### src/rtl/regfile_spill_ctrl_pkg.sv
// Shared constants for the register-bank context save/restore engine:
// bank function codes, command encoding, register indices and enable idle value.
package regfile_spill_ctrl_pkg;

  localparam logic [2:0] FS_LOAD  = 3'b010;
  localparam logic [2:0] FS_CLEAR = 3'b011;
  localparam logic [2:0] FS_INC   = 3'b100;
  localparam logic [2:0] FS_DEC   = 3'b101;

  typedef enum logic {
    OP_SAVE    = 1'b0,
    OP_RESTORE = 1'b1
  } op_e;

  localparam logic [2:0] IDX_R1 = 3'd0;
  localparam logic [2:0] IDX_R2 = 3'd1;
  localparam logic [2:0] IDX_R3 = 3'd2;
  localparam logic [2:0] IDX_R4 = 3'd3;
  localparam logic [2:0] IDX_S1 = 3'd4;
  localparam logic [2:0] IDX_S2 = 3'd5;
  localparam logic [2:0] IDX_S3 = 3'd6;
  localparam logic [2:0] IDX_S4 = 3'd7;

  localparam logic [3:0] NO_ENABLE = 4'b1111;

endpackage

### src/rtl/regfile_spill_ctrl_enable_decode.sv
// Maps a bank index plus write flag onto the active-low RegSel/ScrSel pair.
// Bit 3 of each group addresses R1/S1, bit 0 addresses R4/S4.
module regfile_enable_decode
  import regfile_spill_ctrl_pkg::*;
(
  input  logic [2:0] i_idx,
  input  logic       i_wr,
  output logic [3:0] o_reg_sel,
  output logic [3:0] o_scr_sel
);

  always_comb begin
    o_reg_sel = NO_ENABLE;
    o_scr_sel = NO_ENABLE;
    if (i_wr) begin
      // ~idx[1:0] == 3 - idx[1:0], turning the index into the MSB-first bit position
      if (!i_idx[2]) o_reg_sel[~i_idx[1:0]] = 1'b0;
      else           o_scr_sel[~i_idx[1:0]] = 1'b0;
    end
  end

endmodule

### src/rtl/regfile_spill_ctrl.sv
// Context save/restore engine: walks the selected registers lowest index first,
// writing each to Base+k (SAVE) or loading it from Base+k (RESTORE).
module regfile_spill_ctrl
  import regfile_spill_ctrl_pkg::*;
#(
  parameter logic [2:0] FUNSEL_LOAD = FS_LOAD
) (
  input  logic        i_clk,
  input  logic        i_rst,
  input  logic        i_start,
  input  logic        i_op,
  input  logic [7:0]  i_mask,
  input  logic [15:0] i_base,
  output logic        o_busy,
  output logic        o_done,
  output logic [2:0]  o_out_a_sel,
  input  logic [15:0] i_reg_out_a,
  output logic [15:0] o_i,
  output logic [2:0]  o_fun_sel,
  output logic [3:0]  o_reg_sel,
  output logic [3:0]  o_scr_sel,
  output logic [15:0] o_mem_addr,
  output logic [15:0] o_mem_wdata,
  output logic        o_mem_wr_valid,
  input  logic        i_mem_wr_ready,
  output logic        o_mem_rd_valid,
  input  logic        i_mem_rd_ready,
  input  logic        i_mem_rsp_valid,
  input  logic [15:0] i_mem_rsp_data
);

  localparam logic [2:0] S_IDLE    = 3'd0;
  localparam logic [2:0] S_SAVE_WR = 3'd1;
  localparam logic [2:0] S_RD_REQ  = 3'd2;
  localparam logic [2:0] S_RD_WAIT = 3'd3;
  localparam logic [2:0] S_LOAD    = 3'd4;
  localparam logic [2:0] S_FIN     = 3'd5;

  logic [2:0]  r_state;
  logic [7:0]  r_mask;
  logic [15:0] r_base;
  logic [15:0] r_hold;

  logic [2:0]  w_idx;
  logic [7:0]  w_mask_clr;
  logic [15:0] w_addr;
  logic        w_load;
  logic        w_save;
  logic        w_rd_req;

  // Lowest set bit wins: scan from the top so the last hit is the smallest index.
  always_comb begin
    w_idx = 3'd0;
    for (int i = 7; i >= 0; i--) begin
      if (r_mask[i]) w_idx = 3'(i);
    end
  end

  assign w_mask_clr = r_mask & ~(8'd1 << w_idx);
  assign w_addr     = r_base + {13'd0, w_idx};
  assign w_load     = (r_state == S_LOAD);
  assign w_save     = (r_state == S_SAVE_WR);
  assign w_rd_req   = (r_state == S_RD_REQ);

  always_ff @(posedge i_clk) begin
    if (i_rst) begin
      r_state <= S_IDLE;
      r_mask  <= 8'd0;
      r_base  <= 16'd0;
      r_hold  <= 16'd0;
    end else begin
      case (r_state)
        S_IDLE: begin
          if (i_start) begin
            r_mask <= i_mask;
            r_base <= i_base;
            if (i_mask == 8'd0)                  r_state <= S_FIN;
            else if (op_e'(i_op) == OP_RESTORE) r_state <= S_RD_REQ;
            else                                 r_state <= S_SAVE_WR;
          end
        end
        S_SAVE_WR: begin
          if (i_mem_wr_ready) begin
            r_mask <= w_mask_clr;
            if (w_mask_clr == 8'd0) r_state <= S_FIN;
          end
        end
        S_RD_REQ: begin
          if (i_mem_rd_ready) r_state <= S_RD_WAIT;
        end
        S_RD_WAIT: begin
          if (i_mem_rsp_valid) begin
            r_hold  <= i_mem_rsp_data;
            r_state <= S_LOAD;
          end
        end
        S_LOAD: begin
          r_mask  <= w_mask_clr;
          r_state <= (w_mask_clr == 8'd0) ? S_FIN : S_RD_REQ;
        end
        default: r_state <= S_IDLE;
      endcase
    end
  end

  // All outputs decode from registered state, so a reset lands them at idle values at once.
  assign o_busy         = (r_state != S_IDLE);
  assign o_done         = (r_state == S_FIN);
  assign o_mem_wr_valid = w_save;
  assign o_mem_rd_valid = w_rd_req;
  assign o_out_a_sel    = w_save ? w_idx : 3'd0;
  assign o_mem_addr     = (w_save || w_rd_req) ? w_addr : 16'd0;
  assign o_mem_wdata    = w_save ? i_reg_out_a : 16'd0;
  assign o_i            = w_load ? r_hold : 16'd0;
  assign o_fun_sel      = FUNSEL_LOAD;

  regfile_enable_decode u_enable_decode (
    .i_idx     (w_idx),
    .i_wr      (w_load),
    .o_reg_sel (o_reg_sel),
    .o_scr_sel (o_scr_sel)
  );

endmodule

### config.mk
export PLATFORM = sky130hd
export DESIGN_NAME = regfile_spill_ctrl
export DESIGN_NICKNAME = d
export VERILOG_FILES = /design/src/rtl/regfile_spill_ctrl_pkg.sv /design/src/rtl/regfile_spill_ctrl_enable_decode.sv /design/src/rtl/regfile_spill_ctrl.sv
export SDC_FILE = /design/constraint.sdc
export NUM_CORES = 1
export LEC_CHECK = 0
export BUFFER_PORTS_ARGS = -buffer_cell sky130_fd_sc_hd__buf_2
export CAP_MARGIN = 10
export CELL_PAD_IN_SITES_DETAIL_PLACEMENT = 0
export CELL_PAD_IN_SITES_GLOBAL_PLACEMENT = 1
export CORE_AREA = 2 2 96 98
export CTS_BUF_LIST = sky130_fd_sc_hd__clkbuf_16
export CTS_CLUSTER_DIAMETER = 60
export CTS_CLUSTER_SIZE = 16
export DETAILED_ROUTE_END_ITERATION = 8
export DIE_AREA = 0 0 98 100
export GPL_ROUTABILITY_DRIVEN = 0
export PLACE_DENSITY_LB_ADDON = 0.3
export SLEW_MARGIN = 5
export SYNTH_ARGS = -nofsm -noshare
export SYNTH_HDL_FRONTEND = slang
export SYNTH_SLANG_ARGS = --single-unit
export TNS_END_PERCENT = 10
### constraint.sdc
create_clock -name i_clk -period 4.5 [get_ports i_clk]
set_input_delay 1.35 -clock i_clk [delete_from_list [all_inputs] [get_ports i_clk]]
set_output_delay 1.35 -clock i_clk [all_outputs]
set_load 0.01 [all_outputs]
=== Yosys cells after proc, flatten, opt, wreduce, memory -nomap -nowiden ===
Index checks and enable logic that the tools add are counted.

* Flip-flop bits (word level): 43
* Bits of input ports: 63
* Output and inout bits: 66

* Add/subtract/negate cells: 1
* Magnitude comparators: 2
* Equality and inequality tests: 10
* Shift operators: 1
* Multiplexer cells: 30
* Bitwise logic cells: 4
* Reduce and logical (&&, ||, !) cells: 11

{| class="wikitable"
|+ Operators with widths
! kind !! number
|-
| 16-bit two-way mux || 3
|-
| 3-bit two-way mux || 16
|-
| 8-bit case mux with 3 select lines || 1
|-
| 16-bit by 3-bit adder with 16-bit output || 1
|-
| 8-bit zero test || 2
|-
| 4-bit two-way mux || 4
|-
| 8-bit two-way mux || 2
|-
| 3-bit case mux with 5 select lines || 1
|-
| 8-bit AND || 1
|-
| 2-bit inequality test, second input constant || 4
|-
| 8-bit inverter || 1
|-
| 1-bit by 3-bit << shifter with 8-bit output, first input constant || 1
|-
| 3-bit by 2-bit == test with 1-bit output, second input constant || 2
|-
| 3-bit == test, second input constant || 2
|-
| 3-bit nonzero test || 2
|-
| 5-bit AND reduction || 1
|-
| 4-bit inverter || 1
|-
| 2-bit AND reduction || 2
|-
| 3-bit by 1-bit == test with 1-bit output, second input constant || 1
|-
| 3-bit zero test || 1
|-
| 2-bit by 3-bit less-than comparator with 1-bit output, second input constant || 1
|-
| 3-bit AND reduction || 1
|-
| 1-bit demux with 2-bit select || 1
|-
| 2-bit by 1-bit >= comparator with 1-bit output, second input constant || 1
|-
| 6 further kinds || 6
|}

=== Logic depth before layout (Yosys ltp) ===
Gate-level depths: netlist of the first run.

* Depth in word-level cells: 16
* Mapped depth: 12
* Depth with buffers taken out: 12

=== By module ===
A second synthesis of the first run with hierarchy kept.

* Cell total of the unflattened synthesis: 377
* Area, all modules: 2715.1 um^2

{| class="wikitable"
|+ By module, submodules not included
! module !! instances !! cells an instance !! area an instance (um^2)
|-
| regfile_spill_ctrl || 1 || 369 || 2638.8
|-
| regfile_enable_decode || 1 || 8 || 76.3
|}

=== Worst setup path after synthesis of the first run ===
No wires, ideal clock.

* Path type: reg-to-output
* From: register r_mask[7]
* To: output o_mem_addr[6]
* Arrival: 2.322 ns
* Required time: 3.150 ns
* Setup slack: 0.828 ns
* Stages on the path, launching flop included: 13
* Buffers on the path: 0
* Path through: dfxtp_1 -> nor2b_1 -> o21bai_1 -> a21o_1 -> a21o_1 -> inv_1 -> ha_1 -> fa_1 -> a21oi_1 -> nor2b_1 -> and3_1 -> xnor2_1 -> nor2_1

* Longest elaborated chain between the ends: 10

{| class="wikitable"
|+ Ends and longest elaborated chain
! item !! line !! RTL
|-
| from (decl) || regfile_spill_ctrl.sv:40 || <nowiki>logic [7:0] r_mask;</nowiki>
|-
| from (signal assigned) || regfile_spill_ctrl.sv:75 || <nowiki>r_mask <= i_mask;</nowiki>
|-
| from (signal assigned) || regfile_spill_ctrl.sv:84 || <nowiki>r_mask <= w_mask_clr;</nowiki>
|-
| from (signal assigned) || regfile_spill_ctrl.sv:98 || <nowiki>r_mask <= w_mask_clr;</nowiki>
|-
| 3-bit two-way mux (8 in a row) || regfile_spill_ctrl.sv:55 || <nowiki>if (r_mask[i]) w_idx = 3'(i);</nowiki>
|-
| 16-bit by 3-bit adder with 16-bit output || regfile_spill_ctrl.sv:60 || <nowiki>assign w_addr = r_base + {13'd0, w_idx};</nowiki>
|-
| 16-bit two-way mux || regfile_spill_ctrl.sv:112 || <nowiki>assign o_mem_addr = (w_save || w_rd_req) ? w_addr : 16'd0;</nowiki>
|-
| to (decl) || regfile_spill_ctrl.sv:22 || <nowiki>output logic [15:0] o_mem_addr,</nowiki>
|}

No other way between the ends.

=== Worst setup path after layout of the first run ===
Ends and elaborated chain as after synthesis.

==> key figures, run 1 <==
Run status
  • Status: finished clean

Routing
  • Detailed Route WL: 7820 um
  • Number of remaining DRC errors: 0
  • Final ANT Viol Nets: 0
  • Via-per-instance ratio: 4.82
  • Routed WL per cell: 13.1 um
  • First-pass DRT Iterations: 4
  • Starting DRT DRC Count: 82
  • Vias: 2,869

Worst hold path
  • Hold Path Sink: r_hold[6]$_SDFFE_PP0P_
  • Worst hold start: r_hold[6]$_SDFFE_PP0P_
  • Hold depth: 2
  • HP Class: reg -> reg

Finish
  • FILL cells: 989
  • Area of the multi-input gates: 1660 sq um
  • Area Growth Syn to Fin: 29.8%
  • # diodes: 0
  • Final core occ: 39.0%
  • Most frequent cells in the layout: 125 x buf_2, 88 x nand2_1, 47 x a21oi_1, 43 x dfxtp_1, 35 x and2_1
  • Post-route design area: 3460 sq um
  • Share of post-route cells with drive strength above 1: 29.5%
  • Sequential cell area: 861 sq um
  • Total Nets Final: 551
  • Final instance count without filler cells: 595
  • Commonest non-fill, non-tap cell in the layout: buf_2

Clock network
  • CTS tree: done
  • Root buffer cell: clkbuf_16
  • Clk buf depth: 2
  • # resized after CTS: 0
  • # clock sinks: 43
  • H-Tree Level Count: 2
  • Clock Latency Late Sink: 0.28 ns
  • Num CTS Buffers: 5
  • Setup Fix Bufs, Post-CTS: 0
  • Worst-path clk slew: 0.06 ns
  • Hold buffer count at cts: 0

Placement
  • DP Cell Count: 588
  • DP HPWL: 5920 um
  • IO Port Bufs: 125
  • Placed Area: 3330 sq um
  • Pre-CTS setup slack: 0.496 ns

Setup path
  • Most used cell, CP: a21o_1
  • Reg2reg start: r_state[0]$_SDFFE_PP0P_
  • Worst Path Arrival: 2.93 ns
  • Critical Path End Type: primary output
  • R2R Path End: r_mask[7]$_SDFFE_PP0P_
  • CP Launch Type: flop
  • Critical path's slowest cell: fa_1
  • Crit-path max FO: 6
  • Critical path class: reg -> out
  • Reg2Reg Setup Slack: 2.39 ns
  • WP data required: 3.15 ns
  • Slowest cell delay on critical path: 0.41 ns
  • Critical Path, Cell by Cell: nor2b_1 -> o21bai_1 -> a21o_1 -> a21o_1 -> inv_1 -> ha_1 -> fa_1 -> a21oi_1 -> nor2b_2 -> and3_1 -> xnor2_1 -> nor2_1 -> buf_2
  • CP delay by family, top: compound AO/OA/AOI/OAI gates
  • Worst reg2reg path depth: 4
  • WP buf/inv: 2

Timing
  • Relative slew margins: 36.1%
  • Min Tclk post-route: 4.28 ns
  • Final hold violations: 0
  • Final max-slew violation count: 0
  • Setup TNS: 0 ns
  • FMAX: 234 MHz
  • Final worst setup slack: 0.224 ns
  • Clock skew: 0.00462 ns
  • Fin Hold WS: 0.449 ns
  • Unrepaired setup endpoints after global routing: false
  • Worst slew pin tran: 0.959 ns
  • Final period utilization: 95.0%
  • Final setup violation count: 0

Logic synthesis
  • Primary FF master, synth: dfxtp_1
  • Syn Inst Count: 375
  • EDFF count, synth: 0
  • Library cells used by synthesis: 51
  • Post-synthesis register bit count: 43
  • Post-synth top area share: 32.3%
  • Async SR Flop Fraction: 0%
  • Syn Std Cell Area: 2670 sq um
  • Ys Warns: 0
  • Biggest area consumer among synthesized cells: dfxtp_1
  • Sequential share of the synthesized area: 32.3%
  • Synth area leaders: dfxtp_1 32%, nand2_1 12%, a21oi_1 8.8%
  • Avg Synthesized Cell Area: 7.11 sq um

Global route
  • GRT Total Usage: 15.8%
  • Largest net degree at the start of global routing: 44
  • Vias in the first global route: 2,791
  • Initial antenna violation count: 0
  • Grt ovf: 0
  • Global-route wire length before repair: 12,800 um

Floorplanning
  • Die Area: 9800 sq um
  • I/O pin total: 129
  • Total core area: 8890 sq um
  • Initial Util: 30.0%
  • FP Rows: 35
  • Die width: 98 um
  • Die Height: 100 um

Run
  • Max-cap viol count: 0

Power
  • Cell area power density: 448 nW/um^2
  • VDD IR max: 0.209 mV
  • Leak pwr: 1.56 nW
  • Tot Pwr: 1.55 mW
logic make-up after synthesis:
logic type                 after synthesis  share of synthesized area, %
AOI/OAI and AO/OA                       82                          18.8
xor gates and xnor gates                14                          4.60
adders and majority gates                4                          2.16
buffers and inverters                   34                          5.91
DFF                                     43                          32.3
muxes                                    1                         0.375
other                                    2                         0.282
and+or+nand+nor                        195                          35.6
worst max-delay path by stage:
stage / start / end / slack, ns / cells past startpoint
floorplan: r_mask[7]$_SDFFE_PP0P_ / o_mem_addr[6] / 0.83 / 12
global placement: r_mask[7]$_SDFFE_PP0P_ / o_mem_addr[6] / 0.55 / 13
detailed placement: r_mask[7]$_SDFFE_PP0P_ / o_mem_addr[6] / 0.50 / 13
CTS: r_mask[7]$_SDFFE_PP0P_ / o_mem_addr[6] / 0.19 / 13
global route: r_mask[7]$_SDFFE_PP0P_ / o_mem_addr[6] / 0.05 / 13
finish: r_mask[7]$_SDFFE_PP0P_ / o_mem_addr[6] / 0.22 / 13
synth_stat cells (2+ instances only):
| master | number |
|---|---|
| ha_1 | 3 |
| a21oi_1 | 47 |
| a311oi_1 | 2 |
| dfxtp_1 | 43 |
| and2_1 | 35 |
| buf_4 | 4 |
| xor2_1 | 10 |
| nor3_1 | 5 |
| nand4_1 | 7 |
| nor4_1 | 3 |
| nor3b_2 | 2 |
| xnor2_1 | 4 |
| nand2b_1 | 2 |
| o21ai_1 | 2 |
| and3_1 | 4 |
| a22oi_1 | 4 |
| inv_1 | 7 |
| o22ai_1 | 3 |
| buf_2 | 6 |
| clkbuf_1 | 15 |
| nor2_1 | 29 |
| nor2b_1 | 6 |
| o21ai_0 | 4 |
| o21bai_1 | 4 |
| nand2_1 | 88 |
| nand3_1 | 7 |
| a21o_1 | 4 |
| conb_1 | 2 |
state kept, by name, indices dropped and copies added, names as in the netlist:
name / cells
r_base: 16
r_mask: 8
r_hold: 16
r_state: 3
power by group:
| group | internal [mW] | switching, mW |
|---|---|---|
| logic | 0.279 | 0.414 |
| registers | 0.432 | 0.0895 |
| clock network | 0.199 | 0.137 |
per-layer routing:
metal,routed length [um],vias up,GRT usage [%]
li1,-,1473,-
met1,3550,1287,20.1
met2,3640,103,27.1
met3,553,6,3.55
met4,72,0,4.17
met5,0,-,0
layout make-up:
cell class	count	share of cell area [%]
Sequential cell	43	24.9
Inverter	7	0.759
Timing Repair Buffer	128	18.7
Clock buffer	5	3.61
Multi-Input combinational cell	299	47.8
Tap cell	111	4.01
Clock inverter	2	0.253
tightest hold or removal path: stages, from the launching register on:
cell and delay (ns):
dfxtp_1 0.30, nand2_1 0.05, a21oi_1 0.05
No activity file was read; power rests on OpenSTA's default activity.
==> inputs of run 2 (changes only) <==
CORE_AREA = 2 2 92 94   (was 2 2 96 98)
DIE_AREA = 0 0 94 96   (was 0 0 98 100)
clock period = 4.94 ns   (was 4.5 ns; I/O delays follow)
==> run 2 against run 1 <==
Effect of this change: hold slack got worse by 0.0024 ns; combinational power decreased by 9.2%; sequential cell count unchanged.
==> key figures, run 2 (synthesis results as in run 1) <==
Run
  • Max-cap viol count: 0 (unchanged)

Routing
  • Routed WL per cell: 13.1 um (-0.52%)
  • Number of remaining DRC errors: 0 (unchanged)
  • Vias: 2,869 (unchanged)
  • Via-per-instance ratio: 4.87 (+1.0%)
  • First-pass DRT Iterations: 4 (unchanged)
  • Detailed Route WL: 7700 um (-1.5%)
  • Starting DRT DRC Count: 108 (+32%)
  • Final ANT Viol Nets: 0 (unchanged)

Clock network
  • CTS tree: done
  • # resized after CTS: 0 (unchanged)
  • Clock Latency Late Sink: 0.28 ns (about the same)
  • Setup Fix Bufs, Post-CTS: 0 (unchanged)
  • # clock sinks: 43 (unchanged)
  • Hold buffer count at cts: 0 (unchanged)
  • Root buffer cell: clkbuf_16
  • Clk buf depth: 2 (unchanged)
  • Num CTS Buffers: 5 (unchanged)
  • Worst-path clk slew: 0.06 ns (about the same)
  • H-Tree Level Count: 2 (unchanged)

Power
  • Tot Pwr: 1.41 mW (-8.8%)
  • Sw Ratio: 41.4% (+0.096 points)
  • Part of the power in registers: 33.7% (about the same)
  • Cell area power density: 410 nW/um^2 (-8.5%)
  • Psw: 585 uW (-8.6%)
  • Leak pwr: 1.56 nW (about the same)
  • VDD IR max: 0.147 mV (-29%)
  • Logic pwr share: 44.5% (-0.2 points)
  • Clk pwr share: 21.9% (+0.2 points)
  • Internal Pwr Total: 830 uW (-8.9%)

Floorplanning
  • Total core area: 8050 sq um (-9.4%)
  • I/O pin total: 129 (unchanged)
  • Die Area: 9020 sq um (-7.9%)
  • Die Height: 96 um (-4.0%)
  • Initial Util: 33.1% (+3.1 points)
  • FP Rows: 33 (-5.7%)
  • Die width: 94 um (-4.1%)

Finish
  • Post-route design area: 3450 sq um (-0.29%)
  • Most frequent cells in the layout: 125 x buf_2, 88 x nand2_1, 47 x a21oi_1, 43 x dfxtp_1, 35 x and2_1
  • Total Nets Final: 551 (unchanged)
  • Commonest non-fill, non-tap cell in the layout: buf_2
  • Regs by FF count: r_base (16), r_hold (16), r_mask (8)
  • Area Growth Syn to Fin: 29.5%
  • Final instance count without filler cells: 589 (-1.0%)
  • Final core occ: 42.9% (+3.9 points)
  • # diodes: 0 (unchanged)
  • Area of the multi-input gates: 1650 sq um (-0.15%)
  • Sequential cell area: 861 sq um (unchanged)
  • Share of post-route cells with drive strength above 1: 29.3% (-0.21 points)
  • FILL cells: 865 (-13%)

Setup path
  • Reg2reg start: r_state[0]$_SDFFE_PP0P_
  • R2R Path End: r_mask[7]$_SDFFE_PP0P_
  • WP data required: 3.46 ns (+0.31 ns)
  • Reg2Reg Setup Slack: 2.83 ns (+0.44 ns)
  • Critical Path End Type: primary output
  • CP Launch Type: flop
  • Critical path class: reg -> out
  • Worst Path Arrival: 2.95 ns (+0.02 ns)
  • Crit path to: o_mem_addr[6]
  • Launch point of the worst path: r_mask[7]$_SDFFE_PP0P_
  • Crit-path max FO: 6 (unchanged)
  • Worst reg2reg path depth: 4 (unchanged)

Timing
  • Setup TNS: 0 ns (unchanged)
  • Clock skew: 0.00369 ns (-0.000928 ns)
  • Worst slew pin tran: 0.921 ns (-0.0375 ns)
  • Final setup violation count: 0 (unchanged)
  • Final period utilization: 89.7%
  • FMAX: 226 MHz
  • Final hold violations: 0 (unchanged)
  • Unrepaired setup endpoints after global routing: false
  • Relative slew margins: 38.6% (+2.5 points)
  • Final max-slew violation count: 0 (unchanged)
  • Min Tclk post-route: 4.43 ns

Global route
  • Largest net degree at the start of global routing: 44 (unchanged)
  • Global-route wire length before repair: 12,600 um (-2.3%)
  • Grt ovf: 0 (unchanged)
  • GRT Total Usage: 17.3% (+1.5 points)
  • Initial antenna violation count: 0 (unchanged)
  • Vias in the first global route: 2,629 (-5.8%)

Worst hold path
  • HP Class: reg -> reg

Placement
  • Placed Area: 3320 sq um (-0.23%)
  • DP Cell Count: 582 (-1.0%)
  • DP HPWL: 5780 um (-2.4%)
  • IO Port Bufs: 125 (unchanged)

Run status
  • Status: finished clean
-- run 2: cell types whose count changed in the layout (fill, tap and decap cells not counted) --
cell	previous run	this run
nor2b_1	5	6
nor2b_2	1	0
-- run 2: worst min-delay path by stage --
stage                                start                      to  slack [ns]  depth (start not counted)
finish              r_hold[2]$_SDFFE_PP0P_  r_hold[2]$_SDFFE_PP0P_        0.45                          2
global placement    r_hold[8]$_SDFFE_PP0P_  r_hold[8]$_SDFFE_PP0P_        0.44                          2
detailed placement  r_hold[0]$_SDFFE_PP0P_  r_hold[0]$_SDFFE_PP0P_        0.44                          2
CTS                 r_hold[0]$_SDFFE_PP0P_  r_hold[0]$_SDFFE_PP0P_        0.45                          2
global route        r_hold[4]$_SDFFE_PP0P_  r_hold[4]$_SDFFE_PP0P_        0.47                          2
floorplan           r_hold[0]$_SDFFE_PP0P_  r_hold[0]$_SDFFE_PP0P_        0.43                          2
-- run 2: per-layer routing --
metal  track usage, %  wire, um  up-vias  share of wire (%)
met4             3.38        52        0               0.68
li1                 -         -     1474                  -
met3             4.62       625        4                8.1
met5                0         0        -                  0
met2             28.9      3470      113                 45
met1             22.6      3540     1278                 46
-- run 2: final cells by class --
type / instances / share of cell area (%)
clock buffers: 5 / 3.62
flip-flops and latches: 43 / 24.9
inverters: 7 / 0.761
clock inverters: 2 / 0.254
repair buffers: 128 / 18.8
well taps: 105 / 3.80
multi-input cells: 299 / 47.9
-- run 2: worst max-delay path: stages (launching register included) --
cell,delay [ns]
dfxtp_1,0.34
nor2b_1,0.16
o21bai_1,0.25
a21o_1,0.20
a21o_1,0.19
inv_1,0.10
ha_1,0.21
fa_1,0.40
a21oi_1,0.15
nor2b_1,0.13
and3_1,0.21
xnor2_1,0.12
nor2_1,0.09
buf_2,0.13
-- run 2: power groups by stage --
stage,logic (mW),registers (mW),clock network [mW]
final,0.629,0.476,0.310
after global routing,0.714,0.487,0.336
after CTS,0.637,0.474,0.321
after detailed placement,0.635,0.482,0
after global placement,0.630,0.481,0
after floorplan,0.480,0.439,0
-- run 2: per-stage QoR --
stage	worst slack, ns	hold slack (ns)
floorplan	1.14	0.432
global placement	0.876	0.438
detailed placement	0.805	0.443
CTS	0.500	0.452
global route	0.244	0.466
finish	0.509	0.447
